### src/rtl/fll_cfg_regs.sv
// fll_cfg_regs: configuration register slave for one emulated FLL channel.
// Answers the 4-phase req/ack handshake from the APB FLL bridge, holds the
// CONFIG1/CONFIG2/INTEGRATOR registers and fakes a lock indication by counting
// HCLK cycles after every CONFIG1 write.
module fll_cfg_regs #(
    parameter logic [31:0] CFG1_RST    = 32'h0000_0100,
    parameter logic [31:0] CFG2_RST    = 32'h0000_0000,
    parameter int unsigned LOCK_CYCLES = 16
) (
    input  logic        HCLK,
    input  logic        HRESETn,
    input  logic        req_i,
    input  logic        wrn_i,
    input  logic [1:0]  add_i,
    input  logic [31:0] data_i,
    output logic        ack_o,
    output logic [31:0] r_data_o,
    output logic        lock_o,
    output logic [15:0] mult_factor_o,
    output logic [9:0]  dco_input_o,
    output logic [3:0]  clk_div_o,
    output logic        mode_o,
    output logic [31:0] cfg2_o,
    output logic [9:0]  integrator_o
);

    typedef enum logic [1:0] {
        IDLE   = 2'd0,
        ACCESS = 2'd1,
        ACK    = 2'd2
    } state_t;

    localparam logic [1:0]  ADDR_STATUS = 2'd0;
    localparam logic [1:0]  ADDR_CFG1   = 2'd1;
    localparam logic [1:0]  ADDR_CFG2   = 2'd2;
    localparam logic [1:0]  ADDR_INTEG  = 2'd3;
    localparam logic [15:0] LOCK_LOAD   = 16'(LOCK_CYCLES);

    state_t      state_q, state_d;
    logic        req_meta, req_s;
    logic        ack_q, ack_d;
    logic [31:0] r_data_q;
    logic [31:0] cfg1_q;
    logic [31:0] cfg2_q;
    logic [9:0]  integ_q;
    logic [15:0] lock_cnt;
    logic        lock_q;

    logic        wr_en;
    logic        rd_en;
    logic        cfg1_wr;
    logic [31:0] rd_val;

    // Two-flop synchroniser for the request level coming from the bridge domain.
    always_ff @(posedge HCLK or negedge HRESETn) begin
        if (!HRESETn) begin
            req_meta <= 1'b0;
            req_s    <= 1'b0;
        end else begin
            req_meta <= req_i;
            req_s    <= req_meta;
        end
    end

    // Handshake state and ack flop; ack comes straight from a register.
    always_ff @(posedge HCLK or negedge HRESETn) begin
        if (!HRESETn) begin
            state_q <= IDLE;
            ack_q   <= 1'b0;
        end else begin
            state_q <= state_d;
            ack_q   <= ack_d;
        end
    end

    // Next-state and ack: ACCESS always lasts one cycle, ACK waits for req to fall.
    always_comb begin
        state_d = state_q;
        ack_d   = ack_q;
        case (state_q)
            IDLE: begin
                ack_d = 1'b0;
                if (req_s) state_d = ACCESS;
            end
            ACCESS: begin
                ack_d   = 1'b1;
                state_d = ACK;
            end
            ACK: begin
                if (!req_s) begin
                    ack_d   = 1'b0;
                    state_d = IDLE;
                end
            end
            default: begin
                ack_d   = 1'b0;
                state_d = IDLE;
            end
        endcase
    end

    // Access strobes; address/data are only looked at during ACCESS, when the
    // bridge guarantees they have been stable for two synchroniser cycles.
    always_comb begin
        wr_en   = (state_q == ACCESS) && !wrn_i;
        rd_en   = (state_q == ACCESS) && wrn_i;
        cfg1_wr = wr_en && (add_i == ADDR_CFG1);
    end

    // Read mux; STATUS reflects lock and multiplier as registered before this edge.
    always_comb begin
        rd_val = 32'h0;
        case (add_i)
            ADDR_STATUS: rd_val = {15'b0, lock_q, cfg1_q[15:0]};
            ADDR_CFG1:   rd_val = cfg1_q;
            ADDR_CFG2:   rd_val = cfg2_q;
            ADDR_INTEG:  rd_val = {6'b0, integ_q, 16'b0};
            default:     rd_val = 32'h0;
        endcase
    end

    // Register file writes; STATUS writes are accepted but dropped.
    always_ff @(posedge HCLK or negedge HRESETn) begin
        if (!HRESETn) begin
            cfg1_q  <= CFG1_RST;
            cfg2_q  <= CFG2_RST;
            integ_q <= 10'h0;
        end else if (wr_en) begin
            case (add_i)
                ADDR_CFG1:  cfg1_q  <= data_i;
                ADDR_CFG2:  cfg2_q  <= data_i;
                ADDR_INTEG: integ_q <= data_i[25:16];
                default:    ;
            endcase
        end
    end

    // Read data holds its value except when a read completes.
    always_ff @(posedge HCLK or negedge HRESETn) begin
        if (!HRESETn) begin
            r_data_q <= 32'h0;
        end else if (rd_en) begin
            r_data_q <= rd_val;
        end
    end

    // Lock emulation: reload on every CONFIG1 write (reload beats expiry),
    // otherwise count down to zero and raise lock on the 1 -> 0 step.
    always_ff @(posedge HCLK or negedge HRESETn) begin
        if (!HRESETn) begin
            lock_cnt <= LOCK_LOAD;
            lock_q   <= 1'b0;
        end else if (cfg1_wr) begin
            lock_cnt <= LOCK_LOAD;
            lock_q   <= 1'b0;
        end else if (lock_cnt != 16'h0) begin
            lock_cnt <= lock_cnt - 16'h1;
            if (lock_cnt == 16'h1) lock_q <= 1'b1;
        end
    end

    assign ack_o         = ack_q;
    assign r_data_o      = r_data_q;
    assign lock_o        = lock_q;
    assign mult_factor_o = cfg1_q[15:0];
    assign dco_input_o   = cfg1_q[25:16];
    assign clk_div_o     = cfg1_q[29:26];
    assign mode_o        = cfg1_q[31];
    assign cfg2_o        = cfg2_q;
    assign integrator_o  = integ_q;

endmodule

### config.mk
export PLATFORM = sky130hd
export DESIGN_NAME = fll_cfg_regs
export DESIGN_NICKNAME = d
export VERILOG_FILES = /design/src/rtl/fll_cfg_regs.sv
export SDC_FILE = /design/constraint.sdc
export NUM_CORES = 1
export LEC_CHECK = 0
export BUFFER_PORTS_ARGS = -buffer_cell sky130_fd_sc_hd__buf_2
export CORE_ASPECT_RATIO = 0.8
export CORE_UTILIZATION = 40
export CTS_CLUSTER_DIAMETER = 40
export DETAILED_ROUTE_END_ITERATION = 16
export PLACE_DENSITY = 0.59
export SLEW_MARGIN = 20
export SYNTH_ARGS = -nofsm -noshare
export SYNTH_HDL_FRONTEND = slang
export SYNTH_SLANG_ARGS = --single-unit
### constraint.sdc
create_clock -name HCLK -period 2.4 [get_ports HCLK]
set_input_delay 0.48 -clock HCLK [delete_from_list [all_inputs] [get_ports HCLK]]
set_output_delay 0.48 -clock HCLK [all_outputs]
set_load 0.02 [all_outputs]
Yosys cells after proc, flatten, opt, wreduce, memory -nomap -nowiden
Index checks and enable logic that the tools add are counted.
- register bits: 128
- word-level logic and storage cells: 44
- add/sub/neg operators: 1
- eq/ne operators: 8
- mux-type cells: 11
- reduce and logical (&&, ||, !) cells: 14
- operators by type and width (kind ; number):
    32-bit one-hot mux with 4 select lines ; 1
    16-bit two-way mux ; 2
    16-bit by 1-bit == test with 1-bit output, second input constant ; 1
    16-bit nonzero test ; 1
    16-bit by 1-bit subtractor with 16-bit output, second input constant ; 1
    2-bit AND reduction ; 5
    2-bit == test, second input constant ; 3
    2-bit one-hot mux with 3 select lines ; 1
    2-bit by 1-bit == test with 1-bit output, second input constant ; 2
    2-bit logical NOT ; 2
    1-bit two-way mux ; 4
    2-bit two-way mux ; 2
    2-bit != test, second input constant ; 2
    2-bit nonzero test ; 2
    1-bit logical AND ; 3
    1-bit one-hot mux with 2 select lines ; 1
    1-bit logical NOT ; 1

Depth between registers and ports, before layout
- word-level depth: 5
- gate-level depth with buffers: 7
- gate-level depth less buffers: 6

Worst setup path before layout
Ideal clock, no wire load.
- path type: register to register
- start: register lock_cnt[6]
- end: register lock_cnt[15]
- setup time: 67 ps
- arrival: 2127 ps
- setup slack: 206 ps
- stages on the path, launching flop included: 6
- period minus slack after synthesis: 2194 ps
- path through: dfrtp_1 > or4_1 > buf_6 > or4_4 > or4b_1 > nand2_1
- word-level cells in the longest chain between the ends: 3
- elaborated cells on any way between the ends: 5
- RTL lines (element ; line ; text):
    start: declaration ; 46 ; logic [15:0] lock_cnt;
    start signal: assignment ; 157 ; lock_cnt <= lock_cnt - 16'h1;
    16-bit by 1-bit subtractor with 16-bit output ; 157 ;
    16-bit two-way mux ; 156 ; end else if (lock_cnt != 16'h0) begin
    16-bit two-way mux ; 153 ; end else if (cfg1_wr) begin
Parallel ways exist; a longest one is shown, timed or not. The select of a mux whose other input is x is not followed.
A chain may end at the register's enable or synchronous reset.

Worst setup path in the final report
Same ends and word-level chain as after synthesis.

==> flow_summary.yaml <==
drt:
  wl_per_cell_um: 16.1
  drc: 0
  detail_route.iter0.violations: 244
  ant_nets: 0
  wl_mm: 13.8
  drt-pass1-iter-count: 4
  avgViaCountPerCell: 5.05
  num_vias: 4304
die:
  die_area_um2: 14700
  start_util_pct: 41.5
  rows: 38
  die_w_um: 135
  core_area_um2: 13700
  io_pins: 145
  die_y_um: 109
critical_path:
  rr_worst_depth: 4
  r2r_slack_ns: 0.22
  cp-start-kind: "register"
  cp_max_fo: 5
  r2r_start: "lock_cnt[6]"
  cp-end-kind: "register"
  reg2reg_to: "lock_cnt[15]"
  crit_type: "register to register"
  worstPathArrival_ns: 2.52
  crit_required_ns: 2.74
layout:
  syn_to_final_growth_pct: 26.4
  drive_above_1_share_pct: 38.9
  layout_common_cells: "buf_2 (143), nand2_1 (135), dfrtp_1 (126)"
  final_common_cell: "buf_2"
  nets: 700
  final_area_um2: 7180
  utilization_pct: 52.5
  n_antenna_cell: 0
logic_synthesis:
  synthCells: 536
  syn-cell-area_um2: 5680
  ys_warn_count: 0
  yosysSeqAreaShare_pct: 56.4
  synthTopCellsByArea: "dfrtp_1 (55%), mux2_2 (11%), nand2_1 (8.9%)"
  synth_nets: 576
  synth_flop_cell: "dfrtp_1"
  synth_top_cell_by_area: "dfrtp_1"
  yosysTopAreaCellShare_pct: 55.5
  async_flop_share_pct: 100
  yosys_register_bits: 128
  synth.distinct_cells: 42
  avgSynthCellArea_um2: 10.6
  synth-edff-count: 0
placed_design:
  place_ws_ns: 0.217
  routabilityCongestion: 0.843
  place_area_um2: 6510
  numPortBuffers: 144
  dp_hpwl_mm: 9.34
clock_network:
  ctsLongestPathBuffers: 2
  root_buffer: "clkbuf_16"
  cts_buffers: 17
  insertion_delay_ns: 0.41
  clock_sinks: 128
  cts_resized: 0
  post_cts_buffers: 0
  clk_pin_slew_ns: 0.06
  ctsHtreeMaxLevel: 4
  cts_tree: "built"
pwr:
  p_sw_mw: 4.10
  peakVddDrop_mv: 0.777
  pwr-share-seq_pct: 36.8
  leakage_nw: 3.57
  finalPower_mw: 10.7
  p_sw_share_pct: 38.2
  p_per_area_nw_per_um2: 1490
  p_int_mw: 6.63
  p_clk_share_pct: 26.7
  comb_power_share_pct: 36.5
min_path:
  worstHoldEndpoint: "req_meta"
  worstHoldStart: "req_i"
  hp-class: "primary input to register"
  whs_path_depth: 1
timing:
  timing.final.crit_period_ns: 2.18
  hold_viol_final: 0
  rsz0062_at_grt: "false"
  final-setup-viol-count: 0
  setup_ws_ns: 0.215
  worst_slew_pin_slew_ns: 0.635
  slew-limit-headroom_pct: 57.2
  fin_crit_sh_pct: 91.0
  fmax_ghz: 0.458
  setup_tns_ns: 0
  slew_violations: 0
  fin_skew_ns: 0.00720
run:
  drv_cap: 0
global_routing:
  grt_pass1_wl_mm: 22.4
  antenna_found_initial: 1
  grt_pass1_vias: 4314
  overflow: 0
  grt.total_usage_pct: 20.1
  grt_max_degree: 64
outcome:
  status: "finished, final reports clean"
power groups by stage:
| stage | combinational [mW] | sequential, mW | clock [mW] |
|---|---|---|---|
| floorplan | 2.19 | 4.56 | 0 |
| global placement | 3.88 | 3.91 | 0 |
| detailed placement | 3.94 | 3.97 | 0 |
| CTS | 3.95 | 3.95 | 2.93 |
| global route | 4.30 | 4.09 | 3.03 |
| finish | 3.91 | 3.95 | 2.86 |
cell usage after synthesis (3+ instances only):
library cell	count
nand2_1	135
dfrtp_1	126
mux2_2	53
o21ai_0	36
buf_4	30
clkbuf_1	25
a21oi_1	24
nor2b_1	19
a22oi_1	15
nor2_1	8
or4_1	6
nor4_1	5
buf_1	4
inv_1	4
or3_1	4
nand3b_1	3
nor3b_1	3
xnor2_1	3
layer usage:
| layer | vias up | global-route usage [%] | wire (µm) | share of wire (%) |
|---|---|---|---|---|
| met4 | 0 | 6.90 | 165 | 1.2 |
| met1 | 2110 | 26.0 | 6330 | 46 |
| met3 | 11 | 7.35 | 1010 | 7.3 |
| li1 | 2052 | - | - | - |
| met2 | 131 | 31.1 | 6250 | 45 |
| met5 | - | 0 | 0 | 0 |
worst max-delay path, cell delays in order (launching register included):
cell	delay, ns
dfrtp_1	0.41
or4_1	0.57
or4_4	0.51
or4b_1	0.53
nand2_1	0.09
worst max-delay path by stage:
stage                startpoint      endpoint  slack [ns]  cells past startpoint
floorplan           lock_cnt[6]  lock_cnt[15]        0.21                      5
global placement    lock_cnt[6]  lock_cnt[15]        0.27                      4
detailed placement  lock_cnt[1]   lock_cnt[1]        0.22                      6
CTS                 lock_cnt[1]   lock_cnt[1]        0.18                      6
global route        lock_cnt[1]   lock_cnt[1]       0.001                      6
finish              lock_cnt[6]  lock_cnt[15]        0.22                      4
registers in the layout (all words and copies together) (netlist names):
signal,flops
req_meta,1
r_data_o,32
ack_o,1
cfg1_q,32
lock_cnt,16
state_q,2
cfg2_o,32
lock_o,1
req_s,1
integrator_o,10
layout make-up:
class	count	area (µm²)
clock buffers	19	453
multi-input cells	344	2130
inverters	4	15.0
well taps	180	225
flip-flops and latches	128	3210
clock inverters	13	209
repair buffers	165	946
fillers	1251	6510
logic make-up (layout without fill, tap and decap cells):
logic type               count (synthesis)  in the layout  synth area share [%]
buffers and inverters                   64            201                  6.34
adder cells (fa/ha/maj)                  2              2                 0.440
AND/OR/NAND/NOR                        198            198                  16.2
multiplexers                            55             55                  11.1
AO/OA/AOI/OAI                           85             85                  8.94
XOR/XNOR                                 4              4                 0.617
flip-flops                             128            128                  56.4
repair_timing:
action | CTS | global route
hold buffers | 1 | 0
endpoints found under the hold margin | 11 | 0
endpoints found under the setup margin | 0 | 3
stage by stage:
stage                     std cells  hold WS [ns]
after floorplan                 536         0.184
after global placement          820         0.336
after detailed placement        820         0.345
after CTS                       853         0.170
after global routing            853         0.160
final                           853         0.186
(Power assumes the default switching activity.)
